**src/rtl/imem_arb_pkg.sv**
```systemverilog
// imem_arb_pkg: shared types and helpers for the instruction-memory port arbiter
package imem_arb_pkg;
  typedef enum logic [1:0] {RUN, LOCKED, DRAIN} state_e;
  typedef enum logic [1:0] {NONE, IF, LD} owner_e;
  localparam int STREAK_W = 4;
  function automatic int word_addr_w(input int addr_w);
    return addr_w - 2;
  endfunction
endpackage

```
**src/rtl/imem_port_arbiter_if.sv**
```systemverilog
// imem_port_arbiter_if: fetch, loader and memory-side signals of the IMEM arbiter
interface imem_port_arbiter_if #(
  parameter int ADDR_W = 7,
  parameter int DATA_W = 32
);
  import imem_arb_pkg::*;
  logic                          if_req;
  logic [ADDR_W-1:0]             if_addr;
  logic                          if_gnt;
  logic                          if_stall;
  logic                          if_rvalid;
  logic [DATA_W-1:0]             if_rdata;
  logic                          ld_req;
  logic                          ld_we;
  logic                          ld_lock;
  logic [ADDR_W-1:0]             ld_addr;
  logic [DATA_W-1:0]             ld_wdata;
  logic                          ld_gnt;
  logic                          ld_rvalid;
  logic [DATA_W-1:0]             ld_rdata;
  logic                          locked;
  logic                          addr_err;
  logic                          mem_en;
  logic                          mem_we;
  logic [word_addr_w(ADDR_W)-1:0] mem_addr;
  logic [DATA_W-1:0]             mem_wdata;
  logic [DATA_W-1:0]             mem_rdata;
  modport slave (
    input  if_req, if_addr, ld_req, ld_we, ld_lock, ld_addr, ld_wdata, mem_rdata,
    output if_gnt, if_stall, if_rvalid, if_rdata, ld_gnt, ld_rvalid, ld_rdata,
           locked, addr_err, mem_en, mem_we, mem_addr, mem_wdata
  );
  modport master (
    output if_req, if_addr, ld_req, ld_we, ld_lock, ld_addr, ld_wdata, mem_rdata,
    input  if_gnt, if_stall, if_rvalid, if_rdata, ld_gnt, ld_rvalid, ld_rdata,
           locked, addr_err, mem_en, mem_we, mem_addr, mem_wdata
  );
endinterface

```
**src/rtl/imem_starve_cnt.sv**
```systemverilog
// imem_starve_cnt: saturating count of loader wins while fetch waits; clr beats freeze beats inc
module imem_starve_cnt import imem_arb_pkg::*; #(
  parameter int MAX = 4
) (
  input  logic clk,
  input  logic rst_n,
  input  logic inc,
  input  logic clr,
  input  logic freeze,
  output logic at_max
);
  logic [STREAK_W-1:0] streak_q, streak_d;
  assign at_max = streak_q >= STREAK_W'(MAX);
  always_comb streak_d = clr ? '0 : (freeze | ~inc | at_max) ? streak_q : streak_q + 1'b1;
  always_ff @(posedge clk or negedge rst_n)
    if (!rst_n) streak_q <= '0;
    else streak_q <= streak_d;
endmodule

```
**src/rtl/imem_port_arbiter.sv**
```systemverilog
// imem_port_arbiter: shares the single-port IMEM between IF fetch and the loader/debug port.
// Define IMEM_ALIGN_CHK_EN to suppress misaligned granted accesses and flag them on addr_err.
module imem_port_arbiter import imem_arb_pkg::*; #(
  parameter int ADDR_W     = 7,
  parameter int DATA_W     = 32,
  parameter int STARVE_MAX = 4
) (
  input logic                 clk,
  input logic                 rst_n,
  imem_port_arbiter_if.slave  bus
);
  state_e            state_q, state_d;
  owner_e            rd_owner_q, rd_owner_d;
  logic              addr_err_q, addr_err_d;
  logic              run, at_max, gnt, misalign;
  logic [ADDR_W-1:0] gnt_addr;

  assign run          = state_q == RUN;
  assign bus.if_gnt   = run & bus.if_req & (~bus.ld_req | at_max);
  assign bus.ld_gnt   = bus.ld_req & (state_q != DRAIN) & ~bus.if_gnt;
  assign bus.if_stall = bus.if_req & ~bus.if_gnt;
  assign gnt          = bus.if_gnt | bus.ld_gnt;
  assign gnt_addr     = bus.ld_gnt ? bus.ld_addr : bus.if_addr;

`ifdef IMEM_ALIGN_CHK_EN
  assign misalign = gnt & (gnt_addr[1:0] != 2'b00);
`else
  logic unused_lo;
  assign unused_lo = ^gnt_addr[1:0];
  assign misalign  = 1'b0;
`endif

  assign bus.mem_en    = gnt & ~misalign;
  assign bus.mem_we    = bus.ld_gnt & bus.ld_we & ~misalign;
  assign bus.mem_addr  = gnt_addr[ADDR_W-1:2];
  assign bus.mem_wdata = bus.ld_wdata;
  assign bus.if_rvalid = rd_owner_q == IF;
  assign bus.ld_rvalid = rd_owner_q == LD;
  assign bus.if_rdata  = bus.if_rvalid ? bus.mem_rdata : '0;
  assign bus.ld_rdata  = bus.ld_rvalid ? bus.mem_rdata : '0;
  assign bus.locked    = state_q == LOCKED;
  assign bus.addr_err  = addr_err_q;

  always_comb begin
    state_d    = bus.ld_lock ? LOCKED : (state_q == LOCKED ? DRAIN : RUN);
    rd_owner_d = (bus.mem_en & ~bus.mem_we) ? (bus.ld_gnt ? LD : IF) : NONE;
    addr_err_d = misalign;
  end

  always_ff @(posedge clk or negedge rst_n)
    if (!rst_n) begin
      state_q    <= RUN;
      rd_owner_q <= NONE;
      addr_err_q <= 1'b0;
    end else begin
      state_q    <= state_d;
      rd_owner_q <= rd_owner_d;
      addr_err_q <= addr_err_d;
    end

  // Streak sits at 0 while locked and holds through the drain cycle
  imem_starve_cnt #(.MAX(STARVE_MAX)) u_starve (
    .clk    (clk),
    .rst_n  (rst_n),
    .inc    (run & bus.ld_gnt & bus.if_req),
    .clr    ((state_q == LOCKED) | (run & (~bus.if_req | bus.if_gnt))),
    .freeze (state_q == DRAIN),
    .at_max (at_max)
  );
endmodule

```
**src/flat_wrapper.sv**
```systemverilog
// flat-port wrapper written by rule: the top's interface ports become plain ports
module imem_port_arbiter_flat import imem_arb_pkg::*;
#(
  parameter int ADDR_W     = 7,
  parameter int DATA_W     = 32,
  parameter int STARVE_MAX = 4
)
  (clk, rst_n, bus_if_req, bus_if_addr, bus_ld_req, bus_ld_we, bus_ld_lock, bus_ld_addr, bus_ld_wdata, bus_mem_rdata, bus_if_gnt, bus_if_stall, bus_if_rvalid, bus_if_rdata, bus_ld_gnt, bus_ld_rvalid, bus_ld_rdata, bus_locked, bus_addr_err, bus_mem_en, bus_mem_we, bus_mem_addr, bus_mem_wdata);
  imem_port_arbiter_if #(.ADDR_W(ADDR_W), .DATA_W(DATA_W)) bus_i ();
  input logic clk;
  input logic rst_n;
  input wire logic [$bits(bus_i.if_req)-1:0] bus_if_req;
  input wire logic [$bits(bus_i.if_addr)-1:0] bus_if_addr;
  input wire logic [$bits(bus_i.ld_req)-1:0] bus_ld_req;
  input wire logic [$bits(bus_i.ld_we)-1:0] bus_ld_we;
  input wire logic [$bits(bus_i.ld_lock)-1:0] bus_ld_lock;
  input wire logic [$bits(bus_i.ld_addr)-1:0] bus_ld_addr;
  input wire logic [$bits(bus_i.ld_wdata)-1:0] bus_ld_wdata;
  input wire logic [$bits(bus_i.mem_rdata)-1:0] bus_mem_rdata;
  output wire logic [$bits(bus_i.if_gnt)-1:0] bus_if_gnt;
  output wire logic [$bits(bus_i.if_stall)-1:0] bus_if_stall;
  output wire logic [$bits(bus_i.if_rvalid)-1:0] bus_if_rvalid;
  output wire logic [$bits(bus_i.if_rdata)-1:0] bus_if_rdata;
  output wire logic [$bits(bus_i.ld_gnt)-1:0] bus_ld_gnt;
  output wire logic [$bits(bus_i.ld_rvalid)-1:0] bus_ld_rvalid;
  output wire logic [$bits(bus_i.ld_rdata)-1:0] bus_ld_rdata;
  output wire logic [$bits(bus_i.locked)-1:0] bus_locked;
  output wire logic [$bits(bus_i.addr_err)-1:0] bus_addr_err;
  output wire logic [$bits(bus_i.mem_en)-1:0] bus_mem_en;
  output wire logic [$bits(bus_i.mem_we)-1:0] bus_mem_we;
  output wire logic [$bits(bus_i.mem_addr)-1:0] bus_mem_addr;
  output wire logic [$bits(bus_i.mem_wdata)-1:0] bus_mem_wdata;
  assign bus_i.if_req = bus_if_req;
  assign bus_i.if_addr = bus_if_addr;
  assign bus_i.ld_req = bus_ld_req;
  assign bus_i.ld_we = bus_ld_we;
  assign bus_i.ld_lock = bus_ld_lock;
  assign bus_i.ld_addr = bus_ld_addr;
  assign bus_i.ld_wdata = bus_ld_wdata;
  assign bus_i.mem_rdata = bus_mem_rdata;
  assign bus_if_gnt = bus_i.if_gnt;
  assign bus_if_stall = bus_i.if_stall;
  assign bus_if_rvalid = bus_i.if_rvalid;
  assign bus_if_rdata = bus_i.if_rdata;
  assign bus_ld_gnt = bus_i.ld_gnt;
  assign bus_ld_rvalid = bus_i.ld_rvalid;
  assign bus_ld_rdata = bus_i.ld_rdata;
  assign bus_locked = bus_i.locked;
  assign bus_addr_err = bus_i.addr_err;
  assign bus_mem_en = bus_i.mem_en;
  assign bus_mem_we = bus_i.mem_we;
  assign bus_mem_addr = bus_i.mem_addr;
  assign bus_mem_wdata = bus_i.mem_wdata;
  imem_port_arbiter #(.ADDR_W(ADDR_W), .DATA_W(DATA_W), .STARVE_MAX(STARVE_MAX)) u_core (.clk(clk), .rst_n(rst_n), .bus(bus_i));
endmodule
```
**config.mk**
```make
export PLATFORM = sky130hd
export DESIGN_NAME = imem_port_arbiter_flat
export DESIGN_NICKNAME = d
export VERILOG_FILES = /design/src/rtl/imem_arb_pkg.sv /design/src/rtl/imem_port_arbiter_if.sv /design/src/rtl/imem_starve_cnt.sv /design/src/rtl/imem_port_arbiter.sv /design/src/flat_wrapper.sv
export SDC_FILE = /design/constraint.sdc
export NUM_CORES = 1
export LEC_CHECK = 0
export CAP_MARGIN = 20
export CORE_AREA = 2 2 74 76
export CTS_CLUSTER_SIZE = 8
export DETAILED_ROUTE_END_ITERATION = 8
export DIE_AREA = 0 0 76 78
export DONT_BUFFER_PORTS = 1
export PLACE_DENSITY = 0.47
export SETUP_SLACK_MARGIN = 0.4
export SLEW_MARGIN = 20
export SYNTH_ARGS = -nofsm -noshare
export SYNTH_HDL_FRONTEND = slang
export SYNTH_SLANG_ARGS = --single-unit
```
**constraint.sdc**
```tcl
create_clock -name clk -period 1.45 [get_ports clk]
set_input_delay 0.0725 -clock clk [delete_from_list [all_inputs] [get_ports clk]]
set_output_delay 0.0725 -clock clk [all_outputs]
set_load 0.05 [all_outputs]
```
### Word level (Yosys, flattened, before mapping)

Cells that the tools add are included.

| storage, ports and cells | value |
|---|---|
| word-level logic and storage cells | 42 |
| register bits | 8 |
| bits of input ports | 84 |

| operators by class | value |
|---|---|
| order comparisons | 1 |
| add/sub/neg operators | 1 |
| muxes and demuxes | 9 |
| equal/unequal tests | 6 |
| reduce and logical (&&, ||, !) cells | 1 |
| bitwise logic cells | 21 |

Operators with widths:

| cell | count |
|---|---|
| 32-bit two-way mux | 2 |
| 1-bit bitwise AND | 10 |
| 2-bit two-way mux | 4 |
| 4-bit two-way mux | 2 |
| 7-bit two-way mux | 1 |
| 1-bit bitwise OR | 6 |
| 1-bit inverter | 5 |
| 4-bit by 1-bit adder with 4-bit output (second input constant) | 1 |
| 2-bit by 1-bit equality test with 1-bit output (second input constant) | 2 |
| 2-bit equality test (second input constant) | 2 |
| 4-bit by 3-bit >= comparator with 1-bit output (second input constant) | 1 |
| 2-bit inequality test (second input constant) | 2 |
| 2-bit logical NOT | 1 |

### Depth between registers and ports, before layout

| logic depth | value |
|---|---|
| depth in word-level cells | 12 |
| depth in mapped cells | 3 |

### Cells and area by module

From an unflattened synthesis, not the netlist that was laid out.

| unflattened totals | value |
|---|---|
| cell total of the unflattened synthesis | 151 |
| area, all modules | 1182.4 sq um |

By module, submodules not included:

| module | instances | area an instance (sq um) | cells each |
|---|---|---|---|
| imem_port_arbiter | 1 | 967.2 | 134 |
| imem_starve_cnt | 1 | 215.2 | 17 |

### Worst setup path after synthesis

Ideal clock, no wire load.

| timing | value |
|---|---|
| kind | flip-flop to output port |
| from | register u_core.state_q[0] |
| to | output bus_if_stall |
| data required time | 1.378 ns |
| cell stages (with the launch flop) | 4 |
| slack | -0.980 ns |
| arrival time | 2.358 ns |
| cells stage by stage | dfrtp_1 nand2b_4 a211oi_1 nor2b_1 |

| on the way | value |
|---|---|
| cells in the longest elaborated chain, start to end | 5 |

Ends and longest elaborated chain:

| element | RTL line | RTL |
|---|---|---|
| from (decl) | imem_port_arbiter.sv:12 | `state_e state_q, state_d;` |
| from (signal assigned) | imem_port_arbiter.sv:56 | `state_q <= state_d;` |
| 2-bit logical NOT | imem_port_arbiter.sv:18 | `assign run = state_q == RUN;` |
| 1-bit bitwise AND (2 in a row) | imem_port_arbiter.sv:19 | `assign bus.if_gnt = run & bus.if_req & (~bus.ld_req \| at_max);` |
| named net bus_if_gnt | flat_wrapper.sv:20 | `output wire logic [$bits(bus_i.if_gnt)-1:0] bus_if_gnt;` |
| 1-bit inverter | imem_port_arbiter.sv:21 | `assign bus.if_stall = bus.if_req & ~bus.if_gnt;` |
| 1-bit bitwise AND | imem_port_arbiter.sv:21 |  |
| to (decl) | flat_wrapper.sv:21 | `output wire logic [$bits(bus_i.if_stall)-1:0] bus_if_stall;` |

The timed path passes the listed nets, and every way through them passes these cells.

### Worst setup path in the final report

| timing | value |
|---|---|
| from | register u_core.rd_owner_q[1] |
| to | output bus_if_rdata[8] |

| on the way | value |
|---|---|
| cells in the longest elaborated chain, start to end | 2 |

Ends and longest elaborated chain:

| element | RTL line | RTL |
|---|---|---|
| from (decl) | imem_port_arbiter.sv:13 | `owner_e rd_owner_q, rd_owner_d;` |
| from (signal assigned) | imem_port_arbiter.sv:57 | `rd_owner_q <= rd_owner_d;` |
| 2-bit by 1-bit equality test with 1-bit output | imem_port_arbiter.sv:37 | `assign bus.if_rvalid = rd_owner_q == IF;` |
| named net bus_if_rvalid | flat_wrapper.sv:22 | `output wire logic [$bits(bus_i.if_rvalid)-1:0] bus_if_rvalid;` |
| 32-bit two-way mux | imem_port_arbiter.sv:39 | `assign bus.if_rdata = bus.if_rvalid ? bus.mem_rdata : '0;` |
| to (decl) | flat_wrapper.sv:23 | `output wire logic [$bits(bus_i.if_rdata)-1:0] bus_if_rdata;` |

The timed path passes the listed nets, and every way through them passes these cells.

==> impl_metrics.env <==
export IMPL_grt_overflow_total=0
export IMPL_numCtsBuffers=3
export IMPL_crit_path_cell_trace="nor2b_4, buf_12, and2_4"
export IMPL_min_from="bus_ld_wdata[18]"
export IMPL_leakagePower_nw=0.789
export IMPL_initial_core_util_pct=22.5
export IMPL_vias=923
export IMPL_multiInputGateArea_um2=896
export IMPL_r2r_start="u_core.state_q[0]"
export IMPL_p_per_area_mw_per_mm2=694
export IMPL_gp_congestion=0.671
export IMPL_clk_pin_slew_ps=40
export IMPL_r2r_end="u_core.u_starve.streak_q[0]"
export IMPL_maxCapViolCount=0
export IMPL_hold_viol=0
export IMPL_design_die_area_mm2=0.00593
export IMPL_skew_ps=1.77
export IMPL_io_buffers=0
export IMPL_synth_fp_nets=225
export IMPL_min_path_cells=0
export IMPL_power_total_mw=1.17
export IMPL_start_kind="flip-flop"
export IMPL_hold_class="in2out"
export IMPL_min_to="bus_mem_wdata[18]"
export IMPL_dp_cells=181
export IMPL_antenna_found_initial=0
export IMPL_syn_area_per_cell_um2=8.10
export IMPL_regArea_um2=200
export IMPL_cts_tree="yes"
export IMPL_drive_gt1_share_pct=83.8
export IMPL_post_route_min_period_ps=1620
export IMPL_die_y_um=78
export IMPL_seq_area_frac_synth_pct=17.7
export IMPL_clk_latency_ps=240
export IMPL_grt_pass1_vias=1006
export IMPL_nets=223
export IMPL_diodes=0
export IMPL_fin_cells=206
export IMPL_max_freq_mhz=617
export IMPL_arrival_ps=1550
export IMPL_cts_sinks=8
export IMPL_fp_dieW_um=76
export IMPL_slowest_stage="nor2b_4"
export IMPL_path_buf_inv=1
export IMPL_root_buffer="clkbuf_8"
export IMPL_syn_cell_area_mm2=0.00113
export IMPL_ctsLongestPathBuffers=2
export IMPL_cpPeakStageDelay_ps=410
export IMPL_drt_iter0_markers=30
export IMPL_setup_violations=72
export IMPL_stdcell_area_mm2=0.00169
export IMPL_remaining_drc_errors=0
export IMPL_ant_nets=0
export IMPL_fin_crit_sh_pct=112
export IMPL_routed_wl_mm=3.72
export IMPL_fill_cells=498
export IMPL_postPlaceCellArea_mm2=0.00127
export IMPL_wl_per_cell_um=18.1
export IMPL_reg2reg_slack_ps=260
export IMPL_grt_use_total_pct=11.6
export IMPL_fin_setup_tns_ps=-8510
export IMPL_critical_path_required_ps=1380
export IMPL_grt_max_degree=30
export IMPL_worst_slack_ps=-171
export IMPL_rsz0062_at_grt="true"
export IMPL_crit_family="simple AND/OR/NAND/NOR gates"
export IMPL_crit_path_end_kind="output port"
export IMPL_path_class="reg2out"
export IMPL_coreArea_mm2=0.00504
export IMPL_rr_worst_depth=4
export IMPL_drt_first_pass_iters=2
export IMPL_synthCells=140
export IMPL_ir_drop_v=0.000343
export IMPL_dpl_hpwl_mm=2.55
export IMPL_yosysWarnings=0
export IMPL_area_growth_syn_to_layout_pct=48.7
export IMPL_ys_ff_latch=8
export IMPL_drv_slew=0
export IMPL_violations="setup timing"
export IMPL_yosysUniqueCellTypes=20
export IMPL_ios=194
export IMPL_grt_pass1_wl_mm=5.54
export IMPL_utilization_pct=33.4
export IMPL_rows=26
export IMPL_crit_fanout=29
export IMPL_via_per_inst=4.48
export IMPL_status="complete, but fails checks"
export IMPL_h_tree_depth=1
[Yosys cell counts]
cell type	n	area, um2
conb_1	1	3.75
and4b_1	1	10.0
nor2_1	2	7.51
clkbuf_1	5	18.8
nand2b_2	1	8.76
nor2_2	1	6.26
dfrtp_1	8	200
o21a_1	1	7.51
nor2b_1	6	37.5
and2_1	65	407
a22o_1	2	17.5
nand2b_4	1	13.8
inv_1	2	7.51
mux2_2	1	11.3
mux2_4	5	75.1
buf_4	33	248
a211oi_1	2	15.0
o211ai_4	1	21.3
buf_2	1	5.00
ha_1	1	12.5
[cells by family (layout without fill, tap and decap cells)]
kind of cell | after synthesis | in the layout | share of synthesized area (%)
buffers and inverters | 41 | 37 | 24.6
AO/OA/AOI/OAI | 6 | 6 | 5.41
multiplexers | 6 | 6 | 7.62
AND/OR/NAND/NOR | 77 | 77 | 43.3
other | 1 | 1 | 0.331
flip-flops | 8 | 8 | 17.7
adder cells (fa/ha/maj) | 1 | 1 | 1.10
[repair_timing]
item | 4_1_cts | 5_1_grt
endpoints found under the hold margin | 12 | 0
buffers inserted | 8 | 6
gates resized for setup | 27 | 7
pin swaps | 36 | 5
gates cloned | 4 | 0
hold buffers | 4 | 0
endpoints found under the setup margin | 81 | 82
[final cells by class]
class	instances	area share [%]
Timing Repair Buffer	32	26.9
Multi-Input combinational cell	91	53.2
Clock buffer	3	2.45
Sequential cell	8	11.9
Inverter	2	0.445
Tap cell	70	5.20
[worst register-to-register path, stage by stage (launching register included)]
cell and delay [ps]:
dfrtp_1 400, buf_4 150, nor2b_4 30, and4b_1 220
mux2_4 270
[per-layer routing]
metal  vias up  GRT usage [%]  routed length (um)
met2        87           20.6                2000
met1       434           11.8                1270
li1        392              -                   -
met5         -              0                   0
met4         0           6.91                 102
met3        10           4.07                 353
[registers in the layout, indices dropped and copies added, names as in the netlist]
name / cells
u_core.state_q: 2
u_core.rd_owner_q: 2
u_core.u_starve.streak_q: 4
[metrics by stage]
stage,hold slack [ps],setup slack (ps)
4_1_cts,145,-196
3_5_place_dp,-223,42.5
3_3_place_gp,-223,57.8
5_1_grt,145,-240
2_1_floorplan,-223,112
6_report,145,-171
[cell usage in the layout, fill, tap and decap left out]
cell type      Yosys  routed
and2_4             0      62
buf_8              0       2
and4b_1            1       1
buf_4             33       5
dlygate4sd3_1      0       4
dfrtp_1            8       8
o21a_1             1       1
and2_1            65       1
a22o_1             2       2
nor2b_1            6       1
inv_1              2       2
mux2_4             5       6
a211oi_4           0       1
a211oi_2           0       1
buf_6              0      12
clkbuf_8           0       3
nor2_4             0       3
o211ai_4           1       1
and2_2             0       2
ha_1               1       1
nor2b_4            0       5
buf_12             0       5
nand2b_4           1       2
buf_16             0       4
conb_1             1       1
[worst max path at each step]
stage / startpoint / to / depth (start not counted)
2_1_floorplan: u_core.state_q[0] / bus_if_stall / 3
3_3_place_gp: u_core.rd_owner_q[0] / bus_if_rdata[8] / 3
3_5_place_dp: u_core.rd_owner_q[0] / bus_if_rdata[4] / 3
4_1_cts: u_core.rd_owner_q[1] / bus_if_rdata[4] / 3
5_1_grt: u_core.rd_owner_q[1] / bus_if_rdata[0] / 3
6_report: u_core.rd_owner_q[1] / bus_if_rdata[8] / 3
[power breakdown]
group | total (mW) | internal [mW] | switching, mW
clock network | 0.283 | 0.181 | 0.102
registers | 0.239 | 0.232 | 0.00771
logic | 0.648 | 0.240 | 0.408
(Power assumes the default switching activity.)
